**src/rtl/MD_pkg.sv**
```systemverilog
// Shared widths, states and defaults for the motion-update datapath.
package MD_pkg;

    localparam int PARTICLE_ID_WIDTH   = 4;
    localparam int OFFSET_WIDTH        = 8;
    localparam int OFFSET_STRUCT_WIDTH = 3 * OFFSET_WIDTH;
    localparam int FLOAT_WIDTH         = 32;
    localparam int FLOAT_STRUCT_WIDTH  = 3 * FLOAT_WIDTH;
    localparam int ELEMENT_WIDTH       = 2;

    localparam int MU_WB_DRAIN_CYCLES  = 16;

    typedef enum logic [1:0] {
        IDLE,
        COLLECT,
        DRAIN,
        DONE
    } mu_wb_state_t;

endpackage

```
**src/rtl/mu_writeback_control.sv**
```systemverilog
// Motion-update writeback: packs returned particles densely into the next-iteration
// caches, closes the phase after an idle drain and flips the ping-pong bank.
//
// state   | meaning
// IDLE    | no phase open; valid data here is a protocol error
// COLLECT | writing particles, waiting for all cells to finish
// DRAIN   | still writing; counting idle cycles before closing
// DONE    | one cycle: publish count, flip bank
module mu_writeback_control
    import MD_pkg::*;
#(
    parameter int MAX_PARTICLES = 2**PARTICLE_ID_WIDTH,
    parameter int DRAIN_CYCLES  = MU_WB_DRAIN_CYCLES
) (
    input  logic                                     clk,
    input  logic                                     rst_n,
    input  logic                                     i_MU_start,
    input  logic [OFFSET_STRUCT_WIDTH-1:0]           i_offset,
    input  logic [FLOAT_STRUCT_WIDTH-1:0]            i_vel,
    input  logic [ELEMENT_WIDTH-1:0]                 i_element,
    input  logic                                     i_data_valid,
    input  logic                                     i_MU_all_done,
    output logic [PARTICLE_ID_WIDTH-1:0]             o_pos_wr_addr,
    output logic [ELEMENT_WIDTH+OFFSET_STRUCT_WIDTH-1:0] o_pos_wr_data,
    output logic [PARTICLE_ID_WIDTH-1:0]             o_vel_wr_addr,
    output logic [FLOAT_STRUCT_WIDTH-1:0]            o_vel_wr_data,
    output logic                                     o_wr_en,
    output logic                                     o_bank_sel,
    output logic [PARTICLE_ID_WIDTH:0]               o_particle_num,
    output logic                                     o_wb_done,
    output logic                                     o_overflow,
    output logic                                     o_protocol_err
);

    localparam int PW     = PARTICLE_ID_WIDTH;
    localparam int CNT_W  = PARTICLE_ID_WIDTH + 1;
    localparam int PDW    = ELEMENT_WIDTH + OFFSET_STRUCT_WIDTH;
    localparam int IDLE_W = $clog2(DRAIN_CYCLES + 1);

    localparam logic [CNT_W-1:0]  MAX_CNT    = CNT_W'(MAX_PARTICLES);
    localparam logic [IDLE_W-1:0] DRAIN_LAST = IDLE_W'(DRAIN_CYCLES - 1);

    mu_wb_state_t            state_q, state_d;
    logic [CNT_W-1:0]        wr_cnt_q, wr_cnt_d;
    logic [IDLE_W-1:0]       idle_cnt_q, idle_cnt_d;
    logic                    wr_en_q, wr_en_d;
    logic [PW-1:0]           wr_addr_q, wr_addr_d;
    logic [PDW-1:0]          pos_data_q, pos_data_d;
    logic [FLOAT_STRUCT_WIDTH-1:0] vel_data_q, vel_data_d;
    logic                    wb_done_q, wb_done_d;
    logic                    bank_q, bank_d;
    logic [CNT_W-1:0]        num_q, num_d;
    logic                    ovf_q, ovf_d;
    logic                    perr_q, perr_d;

    always_ff @(posedge clk or negedge rst_n) begin
        if (!rst_n) begin
            state_q    <= IDLE;
            wr_cnt_q   <= '0;
            idle_cnt_q <= '0;
            wr_en_q    <= 1'b0;
            wr_addr_q  <= '0;
            pos_data_q <= '0;
            vel_data_q <= '0;
            wb_done_q  <= 1'b0;
            bank_q     <= 1'b0;
            num_q      <= '0;
            ovf_q      <= 1'b0;
            perr_q     <= 1'b0;
        end else begin
            state_q    <= state_d;
            wr_cnt_q   <= wr_cnt_d;
            idle_cnt_q <= idle_cnt_d;
            wr_en_q    <= wr_en_d;
            wr_addr_q  <= wr_addr_d;
            pos_data_q <= pos_data_d;
            vel_data_q <= vel_data_d;
            wb_done_q  <= wb_done_d;
            bank_q     <= bank_d;
            num_q      <= num_d;
            ovf_q      <= ovf_d;
            perr_q     <= perr_d;
        end
    end

    always_comb begin
        state_d    = state_q;
        wr_cnt_d   = wr_cnt_q;
        idle_cnt_d = idle_cnt_q;
        wr_en_d    = 1'b0;
        wr_addr_d  = wr_addr_q;
        pos_data_d = pos_data_q;
        vel_data_d = vel_data_q;
        wb_done_d  = 1'b0;
        bank_d     = bank_q;
        num_d      = num_q;
        ovf_d      = ovf_q;
        perr_d     = perr_q;

        // Writes are accepted in every open-phase state, including DONE.
        if (i_data_valid) begin
            if (state_q == IDLE) begin
                perr_d = 1'b1;
            end else if (wr_cnt_q == MAX_CNT) begin
                ovf_d = 1'b1;
            end else begin
                wr_en_d    = 1'b1;
                wr_addr_d  = wr_cnt_q[PW-1:0];
                pos_data_d = {i_element, i_offset};
                vel_data_d = i_vel;
                wr_cnt_d   = wr_cnt_q + CNT_W'(1);
            end
        end

        case (state_q)
            IDLE: begin
                if (i_MU_start) begin
                    state_d  = COLLECT;
                    wr_cnt_d = '0;
                end
            end
            COLLECT: begin
                if (i_MU_all_done) begin
                    state_d    = DRAIN;
                    idle_cnt_d = '0;
                end
            end
            DRAIN: begin
                if (i_data_valid) begin
                    idle_cnt_d = '0;
                end else if (idle_cnt_q == DRAIN_LAST) begin
                    state_d   = DONE;
                    wb_done_d = 1'b1;
                end else begin
                    idle_cnt_d = idle_cnt_q + IDLE_W'(1);
                end
            end
            DONE: begin
                state_d = IDLE;
                num_d   = wr_cnt_q;
                bank_d  = ~bank_q;
            end
            default: state_d = IDLE;
        endcase
    end

    assign o_pos_wr_addr  = wr_addr_q;
    assign o_vel_wr_addr  = wr_addr_q;
    assign o_pos_wr_data  = pos_data_q;
    assign o_vel_wr_data  = vel_data_q;
    assign o_wr_en        = wr_en_q;
    assign o_bank_sel     = bank_q;
    assign o_particle_num = num_q;
    assign o_wb_done      = wb_done_q;
    assign o_overflow     = ovf_q;
    assign o_protocol_err = perr_q;

endmodule

```
**config.mk**
```make
export PLATFORM = sky130hd
export DESIGN_NAME = mu_writeback_control
export DESIGN_NICKNAME = d
export VERILOG_FILES = /design/src/rtl/MD_pkg.sv /design/src/rtl/mu_writeback_control.sv
export SDC_FILE = /design/constraint.sdc
export NUM_CORES = 1
export LEC_CHECK = 0
export BUFFER_PORTS_ARGS = -buffer_cell sky130_fd_sc_hd__buf_2
export CAP_MARGIN = 20
export CELL_PAD_IN_SITES_DETAIL_PLACEMENT = 1
export CELL_PAD_IN_SITES_GLOBAL_PLACEMENT = 1
export CORE_ASPECT_RATIO = 1.1
export CORE_UTILIZATION = 41
export CTS_CLUSTER_SIZE = 24
export DETAILED_ROUTE_END_ITERATION = 16
export PLACE_DENSITY_LB_ADDON = 0.1
export SLEW_MARGIN = 20
export SYNTH_ARGS = -nofsm -noshare
export SYNTH_HDL_FRONTEND = slang
export SYNTH_SLANG_ARGS = --single-unit
```
**constraint.sdc**
```tcl
create_clock -name clk -period 3.7 [get_ports clk]
set_input_delay 0.74 -clock clk [delete_from_list [all_inputs] [get_ports clk]]
set_output_delay 0.74 -clock clk [all_outputs]
set_load 0.05 [all_outputs]
```
* Word-level counts from Yosys, hierarchy flattened
Cells that the tools add are included.
Storage, ports and cells: logic and storage cells 54, output and inout port bits 140, memories kept 0, latch bits 0, memory bits (read-only) 0, bits in registers 148, RAM bits 0
Cells by class: shift operators 0, multiply operators 0, div/mod/pow operators 0, mux-type cells 20, $lt $le $gt $ge 0, equal/unequal tests 10, bitwise operators 3, $add $sub $neg 2, reductions and logical operators 7
Operators with widths (count):
- 2-to-1 mux 5 bit | 8
- adder 5 x 1 -> 5 bit, second input constant | 2
- case mux 5 bit (2 select lines) | 1
- AND reduction 3 bit | 3
- 2-to-1 mux 2 bit | 4
- inequality test 2 bit, second input constant | 4
- case mux 2 bit (4 select lines) | 1
- 2-to-1 mux 1 bit | 6
- equality test 5 x 4 -> 1 bit, second input constant | 1
- equality test 5 bit, second input constant | 1
- equality test 2 bit, second input constant | 2
- AND reduction 4 bit | 1
- inequality test 3 bit, second input constant | 1
- inverter 1 bit | 3
- equality test 2 x 1 -> 1 bit, second input constant | 1
- zero test 2 bit | 1
- AND reduction 2 bit | 1
- nonzero test 2 bit | 1

* Longest topological paths before layout
Gate-level depths: netlist of the first run.
depth in word-level cells 6, depth in mapped cells 10, mapped depth without buffers 6

* Least setup slack after synthesis of the first run
OpenSTA, ideal clock, no wires.
path kind reg-to-reg, start register state_q[0], end register vel_data_q[15], in the netlist o_vel_wr_data[15], setup time 0.125 ns, slack 1.826 ns, arrival time 1.749 ns, stages on the path, launching flop included 11, cells stage by stage dfrtp_1 -> inv_1 -> ha_1 -> buf_4 -> nor2b_1 -> buf_4 -> nand2_4 -> inv_4 -> buf_12 -> buf_12 -> mux2_4
On the way: longest elaborated chain between the ends 3
Ends and longest elaborated chain:
- start, declared | RTL line mu_writeback_control.sv:43 | mu_wb_state_t state_q, state_d;
- start signal, assigned | RTL line mu_writeback_control.sv:71 | state_q <= state_d;
- zero test 2 bit | RTL line mu_writeback_control.sv:102 | if (state_q == IDLE) begin
- inverter 1 bit (no line)
- AND reduction 3 bit (no line)
- end signal, assigned | RTL line mu_writeback_control.sv:77 | vel_data_q <= vel_data_d;
- end, declared | RTL line mu_writeback_control.sv:49 | logic [FLOAT_STRUCT_WIDTH-1:0] vel_data_q, vel_data_d;
Every way passes these cells. A chain may end at the register's enable or synchronous reset.

* Final worst setup path of the first run
start register state_q[0], end register vel_data_q[87], in the netlist o_vel_wr_data[87]
Same word-level chain as after synthesis.

==> flow_metrics.py, run 1 <==
metrics = {
    "route": {
        "firstDrtPassIters": 6,
        "vias_per_cell": 4.82,
        "ant_nets": 0,
        "vias": 4114,
        "drt-total-wl_um": 15800,
        "wl_per_cell_um": 18.5,
        "drtIter0Drc": 186,
        "route.detailed.drc": 0,
    },
    "sta": {
        "worst_slew_pin_slew_ns": 0.655,
        "setup_viol": 0,
        "tns_ns": 0,
        "period_needed_ns": 2.68,
        "finalHoldViolations": 0,
        "skew_ns": 0.00687,
        "slew_headroom_pct": 56.3,
        "post-route-period-util_pct": 72.3,
        "rsz0062_at_grt": "false",
        "fmax_mhz": 374,
        "slew_viol_final": 0,
    },
    "min_path": {
        "min_path_type": "in2async",
    },
    "clock_network": {
        "clkTransAtPathRegs_ns": 0.06,
        "cts_sinks": 148,
        "cts_hold_buf": 0,
        "cts_tree": "yes",
        "cts_setup_buffers": 0,
        "clk_latency_ns": 0.41,
        "clockBufferDepth": 2,
        "post_cts_resized": 0,
        "htreeDepth": 4,
        "cts_root_buffer": "clkbuf_16",
        "cts_buffers": 17,
    },
    "global_routing": {
        "gr-usage-all-layers_pct": 20.9,
        "grt_pass1_wl_um": 25200,
        "grt-ovfl-total": 0,
        "grt_pass1_vias": 4509,
        "grt_max_degree": 71,
        "antenna_found_initial": 2,
    },
    "critical_path": {
        "endpoint_kind": "register",
        "r2r_setup_slack_ns": 1.02,
        "reg2reg_depth": 7,
        "critical_path_class": "reg2reg",
        "start_kind": "register",
        "path_max_fanout": 55,
        "r2r_start": "state_q[0]$_DFFE_PN0P_",
        "worstPathRequired_ns": 3.99,
        "regToRegEndpoint": "o_vel_wr_data[87]$_DFFE_PN0P_",
        "cp.arrival_ns": 2.97,
    },
    "logic_synthesis": {
        "syn_avg_cell_area_um2": 16.5,
        "synth_nets": 513,
        "synth-edff-count": 0,
        "synth_top_area_share_pct": 59.4,
        "async_flop_share_pct": 100,
        "yosys_warnings": 0,
        "synth_area_leaders": "dfrtp_1 (59%), mux2_4 (17%), mux2_2 (10%), buf_12 (2.6%), ha_1 (1.8%)",
        "netlist_area_um2": 6230,
        "yosysSeqAreaShare_pct": 59.4,
        "synth-seq-cells": 148,
        "yosys.area.top_type": "dfrtp_1",
        "syn-instance-count": 377,
        "synth.distinct_cells": 42,
        "ys.flop_type": "dfrtp_1",
    },
    "floorplan": {
        "dieWidth_um": 120,
        "fp.dieArea_um2": 15700,
        "die_h_um": 131,
        "rows": 46,
        "start_util_pct": 42.6,
        "core_area_um2": 14600,
        "ios": 267,
    },
    "placed_design": {
        "dp_hpwl_um": 11800,
        "gp_congestion": 0.827,
        "io_buffers": 266,
    },
    "cells_and_area": {
        "area_delta_synth_final_pct": 31.5,
        "fin_nets": 783,
        "drive_above_1_share_pct": 66.4,
    },
    "run": {
        "cap_violations": 0,
    },
    "outcome": {
        "status": "complete, no violations",
    },
}
## area by class of cell
class                      instances  area [um2]
antenna                            1        2.50
sequential                       148        3700
inverter                           8        35.0
clock buffer                      21         480
clock inverter                    11        78.8
multi-input combinational        198        2230
fill                            1533        6420
tap                              192         240
timing repair buffer             274        1420
## state kept, by name, summed over array words and instances (netlist names)
| register | count |
|---|---|
| wr_cnt_q | 5 |
| o_pos_wr_addr | 4 |
| o_pos_wr_data | 26 |
| o_protocol_err | 1 |
| o_wb_done | 1 |
| o_particle_num | 5 |
| o_vel_wr_data | 96 |
| o_bank_sel | 1 |
| idle_cnt_q | 5 |
| o_overflow | 1 |
| o_wr_en | 1 |
| state_q | 2 |
## worst max-delay path by stage
stage                                      start                            end  cells past startpoint
after detailed placement            i_data_valid  o_vel_wr_data[72]$_DFFE_PN0P_                      6
after global placement              i_data_valid  o_vel_wr_data[89]$_DFFE_PN0P_                      6
final                     state_q[0]$_DFFE_PN0P_  o_vel_wr_data[87]$_DFFE_PN0P_                      7
after global routing      state_q[0]$_DFFE_PN0P_  o_vel_wr_data[72]$_DFFE_PN0P_                      7
after CTS                 state_q[0]$_DFFE_PN0P_  o_vel_wr_data[87]$_DFFE_PN0P_                      7
after floorplan           state_q[0]$_DFFE_PN0P_  o_vel_wr_data[15]$_DFFE_PN0P_                     10
## metal layers
metal	GRT usage, %	vias up	routed length [um]
met5	0	-	10
met4	7.99	2	258
met3	6.94	21	1220
met2	35.4	184	8000
met1	24.4	2037	6290
li1	-	1870	-
## cells in the mapped netlist, types with 3 or more instances
library cell and count:
dfrtp_1 148, mux2_4 69, mux2_2 58, buf_4 11, o21ai_0 11, ha_1 9, buf_12 8, inv_1 7
o31ai_1 5, a21oi_1 4, nand2b_1 4, clkbuf_1 3, nor2b_1 3
## logic make-up after synthesis
family / synth area share (%)
flip-flops: 59.4
multiplexers: 27.4
buffers and inverters: 4.78
AND/OR/NAND/NOR: 3.41
AO/OA/AOI/OAI: 2.99
adder cells (fa/ha/maj): 1.81
XOR/XNOR: 0.141
## metrics by stage
step / instance area (um2) / hold WS [ns] / utilization, % / setup WS (ns) / std cells
after detailed placement: 7630 / 0.459 / 52.2 / 0.814 / 820
after global routing: 8190 / 0.375 / 56.1 / 0.819 / 853
after CTS: 8190 / 0.347 / 56.0 / 0.967 / 852
after floorplan: 6230 / 0.444 / - / 1.83 / 377
after global placement: 7630 / 0.438 / 52.2 / 0.927 / 820
final: 8190 / 0.334 / 56.1 / 1.02 / 853
## layout by cell type, fill, tap and decap left out, types with 3 or more instances in the layout
cell / count
a21oi_1: 4
buf_2: 265
buf_4: 6
clkbuf_16: 17
clkbuf_8: 4
clkinv_2: 3
clkinv_4: 3
clkinvlp_4: 5
dfrtp_1: 148
ha_1: 9
inv_1: 7
mux2_2: 58
mux2_4: 69
nand2b_1: 4
nor2b_1: 3
o21ai_0: 11
o31ai_1: 5
## worst max-delay path, stage by stage, from the launching register on
cell     delay (ns)
dfrtp_1        0.38
inv_1          0.10
ha_1           0.31
nor2b_1        0.54
nand2_4        0.15
inv_6          0.42
buf_4          0.28
mux2_2         0.35
Power of run 1 is left out: the tool's default activity adds up to more than one toggle a clock period on the data nets, which glitch-free logic cannot reach.
==> inputs of run 2 (changes only) <==
--- a/config.mk
+++ b/config.mk
@@ -10,7 +10,7 @@
 export CELL_PAD_IN_SITES_DETAIL_PLACEMENT = 1
 export CELL_PAD_IN_SITES_GLOBAL_PLACEMENT = 1
 export CORE_ASPECT_RATIO = 1.1
-export CORE_UTILIZATION = 41
+export CORE_UTILIZATION = 38
 export CTS_CLUSTER_SIZE = 24
 export DETAILED_ROUTE_END_ITERATION = 16
 export PLACE_DENSITY_LB_ADDON = 0.1
==> constraint.sdc (replaced) <==
create_clock -name clk -period 2.51 [get_ports clk]
set_input_delay 0.502 -clock clk [delete_from_list [all_inputs] [get_ports clk]]
set_output_delay 0.502 -clock clk [all_outputs]
set_load 0.05 [all_outputs]
==> run 2 against run 1 <==
  * Design area rose by 1.8%
  * Count of clock-buffer cells in the layout down 1
  * Non-clock buffer count grew 2
  * Worst hold slack lost 0.30 ns
  * First-iteration DRC count down 48%
  * Die area grew 7.8%
  * Clock skew rose by 0.0029 ns
==> flow_metrics.py, run 2 (synthesis gave the netlist of run 1 again) <==
metrics = {
    "outcome": {
        "status": "complete, no violations",
    },
    "global_routing": {
        "antenna_found_initial": 1,
        "grt-ovfl-total": 0,
        "grt_max_degree": 57,
        "grt_pass1_wl_um": 24600,
        "gr-usage-all-layers_pct": 19.5,
        "grt_pass1_vias": 4509,
    },
    "cells_and_area": {
        "fin_nets": 785,
        "largest_register_ffs": 96,
        "mostFrequentLayoutCell": "buf_2",
        "drive_above_1_share_pct": 66.3,
        "mostFrequentLayoutCells": "buf_2 (265), dfrtp_1 (148), mux2_4 (69)",
        "area_delta_synth_final_pct": 33.9,
        "fill_cells": 1645,
        "finalCoreUtilization_pct": 52.6,
    },
    "pwr": {
        "leakage_nw": 4.20,
        "swShare_pct": 47.4,
        "powerDensity_nw_per_um2": 1670,
        "p_seq_share_pct": 28.8,
        "ir_worst_vdd_uv": 692,
        "power_mw": 14.0,
        "intPower_mw": 7.34,
        "pwr-share-clk_pct": 19.4,
        "switchingPower_mw": 6.61,
        "pwr-share-comb_pct": 51.8,
    },
    "route": {
        "ant_nets": 0,
        "wl_met1_um": 6260,
        "firstDrtPassIters": 4,
        "drt-total-wl_um": 16000,
        "wl_per_cell_um": 18.5,
        "wl_met3_um": 1270,
        "vias_per_cell": 4.81,
        "drtIter0Drc": 97,
        "vias": 4148,
        "top_layer_used": "met4",
        "wl_met2_um": 8210,
        "route.detailed.drc": 0,
    },
    "sta": {
        "slew_viol_final": 0,
        "slew_headroom_pct": 64.2,
        "finalHoldViolations": 0,
        "setup_viol": 0,
        "rsz0062_at_grt": "false",
        "tns_ns": 0,
        "post-route-period-util_pct": 85.7,
        "whs_ns": 0.0335,
        "fmax_mhz": 465,
        "period_needed_ns": 2.15,
        "skew_ns": 0.00972,
        "worst_slew_pin_slew_ns": 0.523,
    },
    "placed_design": {
        "dp_hpwl_um": 12000,
        "gp_congestion": 0.746,
        "io_buffers": 266,
    },
    "clock_network": {
        "post_cts_resized": 0,
        "cts_setup_buffers": 0,
        "htreeDepth": 4,
        "cts_hold_buf": 0,
        "cts_tree": "yes",
        "cts_buffers": 17,
        "clockBufferDepth": 2,
        "cts_root_buffer": "clkbuf_16",
        "cts_sinks": 148,
        "clkTransAtPathRegs_ns": 0.06,
        "clk_latency_ns": 0.42,
    },
    "floorplan": {
        "dieWidth_um": 124,
        "ios": 267,
        "start_util_pct": 39.3,
        "fp.dieArea_um2": 16900,
        "rows": 48,
        "die_h_um": 136,
        "core_area_um2": 15900,
    },
    "critical_path": {
        "endpoint_kind": "register",
        "critical_path_class": "reg2reg",
        "crit_path_max_incr_delay_ns": 0.38,
        "regToRegEndpoint": "o_vel_wr_data[53]$_DFFE_PN0P_",
        "start_kind": "register",
        "worstPathRequired_ns": 2.81,
        "crit_start": "state_q[0]$_DFFE_PN0P_",
        "r2r_setup_slack_ns": 0.36,
        "cp.arrival_ns": 2.45,
        "r2r_start": "state_q[0]$_DFFE_PN0P_",
        "endpoint": "o_vel_wr_data[53]$_DFFE_PN0P_",
        "slowest_stage": "dfrtp_1",
        "path_cells": "inv_1, ha_1, nor2b_1, nand2_4, inv_6, buf_4, mux2_4",
        "path_max_fanout": 19,
        "reg2reg_depth": 7,
    },
    "min_path": {
        "min_path_type": "in2async",
    },
    "run": {
        "cap_violations": 0,
    },
}
==> run 2: power by group through the flow <==
| stage | clock network (mW) | logic (mW) | registers [mW] |
|---|---|---|---|
| final | 2.71 | 7.23 | 4.02 |
| after global routing | 2.87 | 7.57 | 4.16 |
| after CTS | 2.78 | 7.30 | 4.03 |
| after detailed placement | 0 | 7.27 | 4.05 |
| after global placement | 0 | 7.19 | 3.99 |
| after floorplan | 0 | 2.27 | 7.45 |
==> run 2: how the worst min path moves through the flow <==
stage / start / to / slack, ns
2_1_floorplan: rst_n / idle_cnt_q[0]$_DFFE_PN0P_ / 0.21
3_3_place_gp: o_overflow$_DFFE_PN0P_ / o_overflow$_DFFE_PN0P_ / 0.45
3_5_place_dp: o_protocol_err$_DFFE_PN0P_ / o_protocol_err$_DFFE_PN0P_ / 0.45
4_1_cts: rst_n / o_vel_wr_data[27]$_DFFE_PN0P_ / 0.04
5_1_grt: rst_n / o_vel_wr_data[56]$_DFFE_PN0P_ / 0.07
6_report: rst_n / o_vel_wr_data[56]$_DFFE_PN0P_ / 0.03
==> run 2: routing by layer <==
metal  GRT usage [%]  vias to the layer above
li1                -                     1873
met1            23.1                     2101
met2            32.7                      157
met3            5.83                       17
met4            7.87                        0
met5               0                        -
==> run 2: cell type report <==
cell class                 count  area [um2]  area share, %
clock buffer                  20         457           5.47
inverter                       8        35.0          0.420
clock inverter                12         178           2.13
tap                          200         250           3.00
multi-input combinational    198        2230           26.7
antenna                        1        2.50         0.0300
timing repair buffer         276        1490           17.8
sequential                   148        3700           44.4
==> run 2: stage by stage <==
step | worst slack [ns] | cells | cell area (um2)
detailed placement | 0.348 | 830 | 7710
floorplan | 0.636 | 377 | 6230
CTS | 0.331 | 862 | 8340
global route | 0.199 | 863 | 8340
finish | 0.359 | 863 | 8340
global placement | 0.408 | 830 | 7710
==> run 2: worst max-delay path: cells and delay by family (launching register included) <==
family	cells	cell delay (ns)
fa+ha+maj	1	0.30
mux	1	0.32
buf+inv	3	0.63
flops	1	0.38
simple gates	2	0.39
Note: power is estimated with default switching activity, not from simulation.
==> inputs of run 3 (changes only) <==
--- a/config.mk
+++ b/config.mk
@@ -7,13 +7,11 @@
 export LEC_CHECK = 0
 export BUFFER_PORTS_ARGS = -buffer_cell sky130_fd_sc_hd__buf_2
 export CAP_MARGIN = 20
-export CELL_PAD_IN_SITES_DETAIL_PLACEMENT = 1
-export CELL_PAD_IN_SITES_GLOBAL_PLACEMENT = 1
 export CORE_ASPECT_RATIO = 1.1
-export CORE_UTILIZATION = 38
+export CORE_UTILIZATION = 45
 export CTS_CLUSTER_SIZE = 24
 export DETAILED_ROUTE_END_ITERATION = 16
-export PLACE_DENSITY_LB_ADDON = 0.1
+export PLACE_DENSITY = 0.76
 export SLEW_MARGIN = 20
 export SYNTH_ARGS = -nofsm -noshare
 export SYNTH_HDL_FRONTEND = slang
==> run 3 against run 2 <==
  * Count of clock-buffer cells in the layout is the same
  * Critical path type unchanged
  * Register-to-register slack lost 0.09 ns
  * Largest cell class unchanged
  * First-iteration DRC count grew 35%
  * Critical path depth unchanged
  * Via count up 0.19%
  * Sequential share of layout area rose by 0.43 points
  * Critical endpoint is now o_pos_wr_data[22]$_DFFE_PN0P_
  * Clock skew is 0.0064 ns higher
==> flow_metrics.py, run 3 (synthesis gave the netlist of run 1 again) <==
metrics = {
    "clock_network": {
        "clk_latency_ns": 0.42,
        "cts_setup_buffers": 0,
        "cts_tree": "yes",
        "htreeDepth": 4,
        "cts_hold_buf": 0,
        "clockBufferDepth": 2,
        "cts_sinks": 148,
        "clkTransAtPathRegs_ns": 0.06,
        "post_cts_resized": 0,
        "cts_root_buffer": "clkbuf_16",
        "cts_buffers": 17,
    },
    "cells_and_area": {
        "drive_above_1_share_pct": 66.1,
        "finalCoreUtilization_pct": 61.8,
        "area_delta_synth_final_pct": 32.6,
        "mostFrequentLayoutCells": "buf_2 (265), dfrtp_1 (148), mux2_4 (69)",
        "mostFrequentLayoutCell": "buf_2",
        "largest_register_ffs": 96,
        "fin_nets": 783,
    },
    "critical_path": {
        "endpoint_kind": "register",
        "crit_path_max_incr_delay_ns": 0.39,
        "cp.arrival_ns": 2.54,
        "endpoint": "o_pos_wr_data[22]$_DFFE_PN0P_",
        "r2r_start": "state_q[0]$_DFFE_PN0P_",
        "start_kind": "register",
        "critical_path_class": "reg2reg",
        "critical-path-top-delay-family": "buffers and inverters",
        "worstPathRequired_ns": 2.80,
        "path_max_fanout": 37,
        "regToRegEndpoint": "o_pos_wr_data[22]$_DFFE_PN0P_",
        "crit_start": "state_q[0]$_DFFE_PN0P_",
        "path_depth": 7,
        "r2r_setup_slack_ns": 0.27,
        "slowest_stage": "dfrtp_1",
        "reg2reg_depth": 7,
        "path_buf_inv": 3,
        "path_cells": "inv_1, ha_1, nor2b_1, nand2_4, inv_6, buf_12, mux2_2",
    },
    "route": {
        "route.detailed.drc": 0,
        "drtIter0Drc": 131,
        "firstDrtPassIters": 4,
        "wl_per_cell_um": 16.5,
        "drt-total-wl_um": 13900,
        "ant_nets": 0,
        "vias_per_cell": 4.92,
        "vias": 4156,
    },
    "floorplan": {
        "fp.dieArea_um2": 14300,
        "start_util_pct": 46.6,
        "dieWidth_um": 114,
        "die_h_um": 125,
        "core_area_um2": 13400,
        "ios": 267,
        "rows": 44,
    },
    "placed_design": {
        "dp_hpwl_um": 10000,
        "io_buffers": 266,
        "gp_congestion": 0.892,
    },
    "outcome": {
        "status": "complete, no violations",
    },
    "sta": {
        "post-route-period-util_pct": 89.4,
        "slew_viol_final": 0,
        "setup_viol": 0,
        "rsz0062_at_grt": "false",
        "finalHoldViolations": 0,
        "period_needed_ns": 2.24,
        "tns_ns": 0,
        "worst_slew_pin_slew_ns": 0.563,
        "skew_ns": 0.0161,
        "fmax_mhz": 446,
        "slew_headroom_pct": 62.5,
    },
    "min_path": {
        "min_path_type": "in2async",
    },
    "global_routing": {
        "gr-usage-all-layers_pct": 19.8,
        "antenna_found_initial": 1,
        "grt_pass1_vias": 4326,
        "grt_pass1_wl_um": 21700,
        "grt-ovfl-total": 0,
        "grt_max_degree": 61,
    },
    "run": {
        "cap_violations": 0,
    },
}
run 3: changes by cell type in the layout (fill, tap and decap cells not counted):
cell | previous run | this run
buf_12 | 6 | 5
buf_4 | 4 | 3
bufinv_16 | 4 | 3
clkbuf_1 | 1 | 2
clkbuf_8 | 2 | 1
clkinvlp_4 | 4 | 5
run 3: stage by stage:
stage / setup WS (ns) / instances / instance area [um2] / hold WS, ns
2_1_floorplan: 0.636 / 377 / 6230 / 0.206
3_3_place_gp: 0.378 / 812 / 7660 / 0.449
3_5_place_dp: 0.283 / 812 / 7660 / 0.449
4_1_cts: 0.288 / 844 / 8260 / 0.0776
5_1_grt: 0.157 / 844 / 8260 / 0.104
6_report: 0.267 / 845 / 8260 / 0.0570
run 3: layout make-up:
class | instances | area (um2)
Tap cell | 184 | 230
Inverter | 8 | 35.0
Multi-Input combinational cell | 198 | 2230
Clock inverter | 12 | 155
Clock buffer | 20 | 447
Timing Repair Buffer | 274 | 1460
Fill cell | 1045 | 5110
Antenna cell | 1 | 2.50
Sequential cell | 148 | 3700
run 3: worst min-delay path by stage:
stage	from	to	slack [ns]	cells past startpoint
2_1_floorplan	rst_n	idle_cnt_q[0]$_DFFE_PN0P_	0.21	0
3_3_place_gp	o_overflow$_DFFE_PN0P_	o_overflow$_DFFE_PN0P_	0.45	1
3_5_place_dp	o_protocol_err$_DFFE_PN0P_	o_protocol_err$_DFFE_PN0P_	0.45	1
4_1_cts	rst_n	state_q[0]$_DFFE_PN0P_	0.08	1
5_1_grt	rst_n	state_q[0]$_DFFE_PN0P_	0.10	1
6_report	rst_n	state_q[0]$_DFFE_PN0P_	0.06	1
run 3: layer usage:
metal  vias up  track usage, %  wire [um]
li1       1876               -          -
met1      2072            22.7       5500
met2       188            33.7       7150
met3        20            7.46       1090
met4         0            7.18        167
met5         -               0          0
Power of run 3 is left out for the same reason.
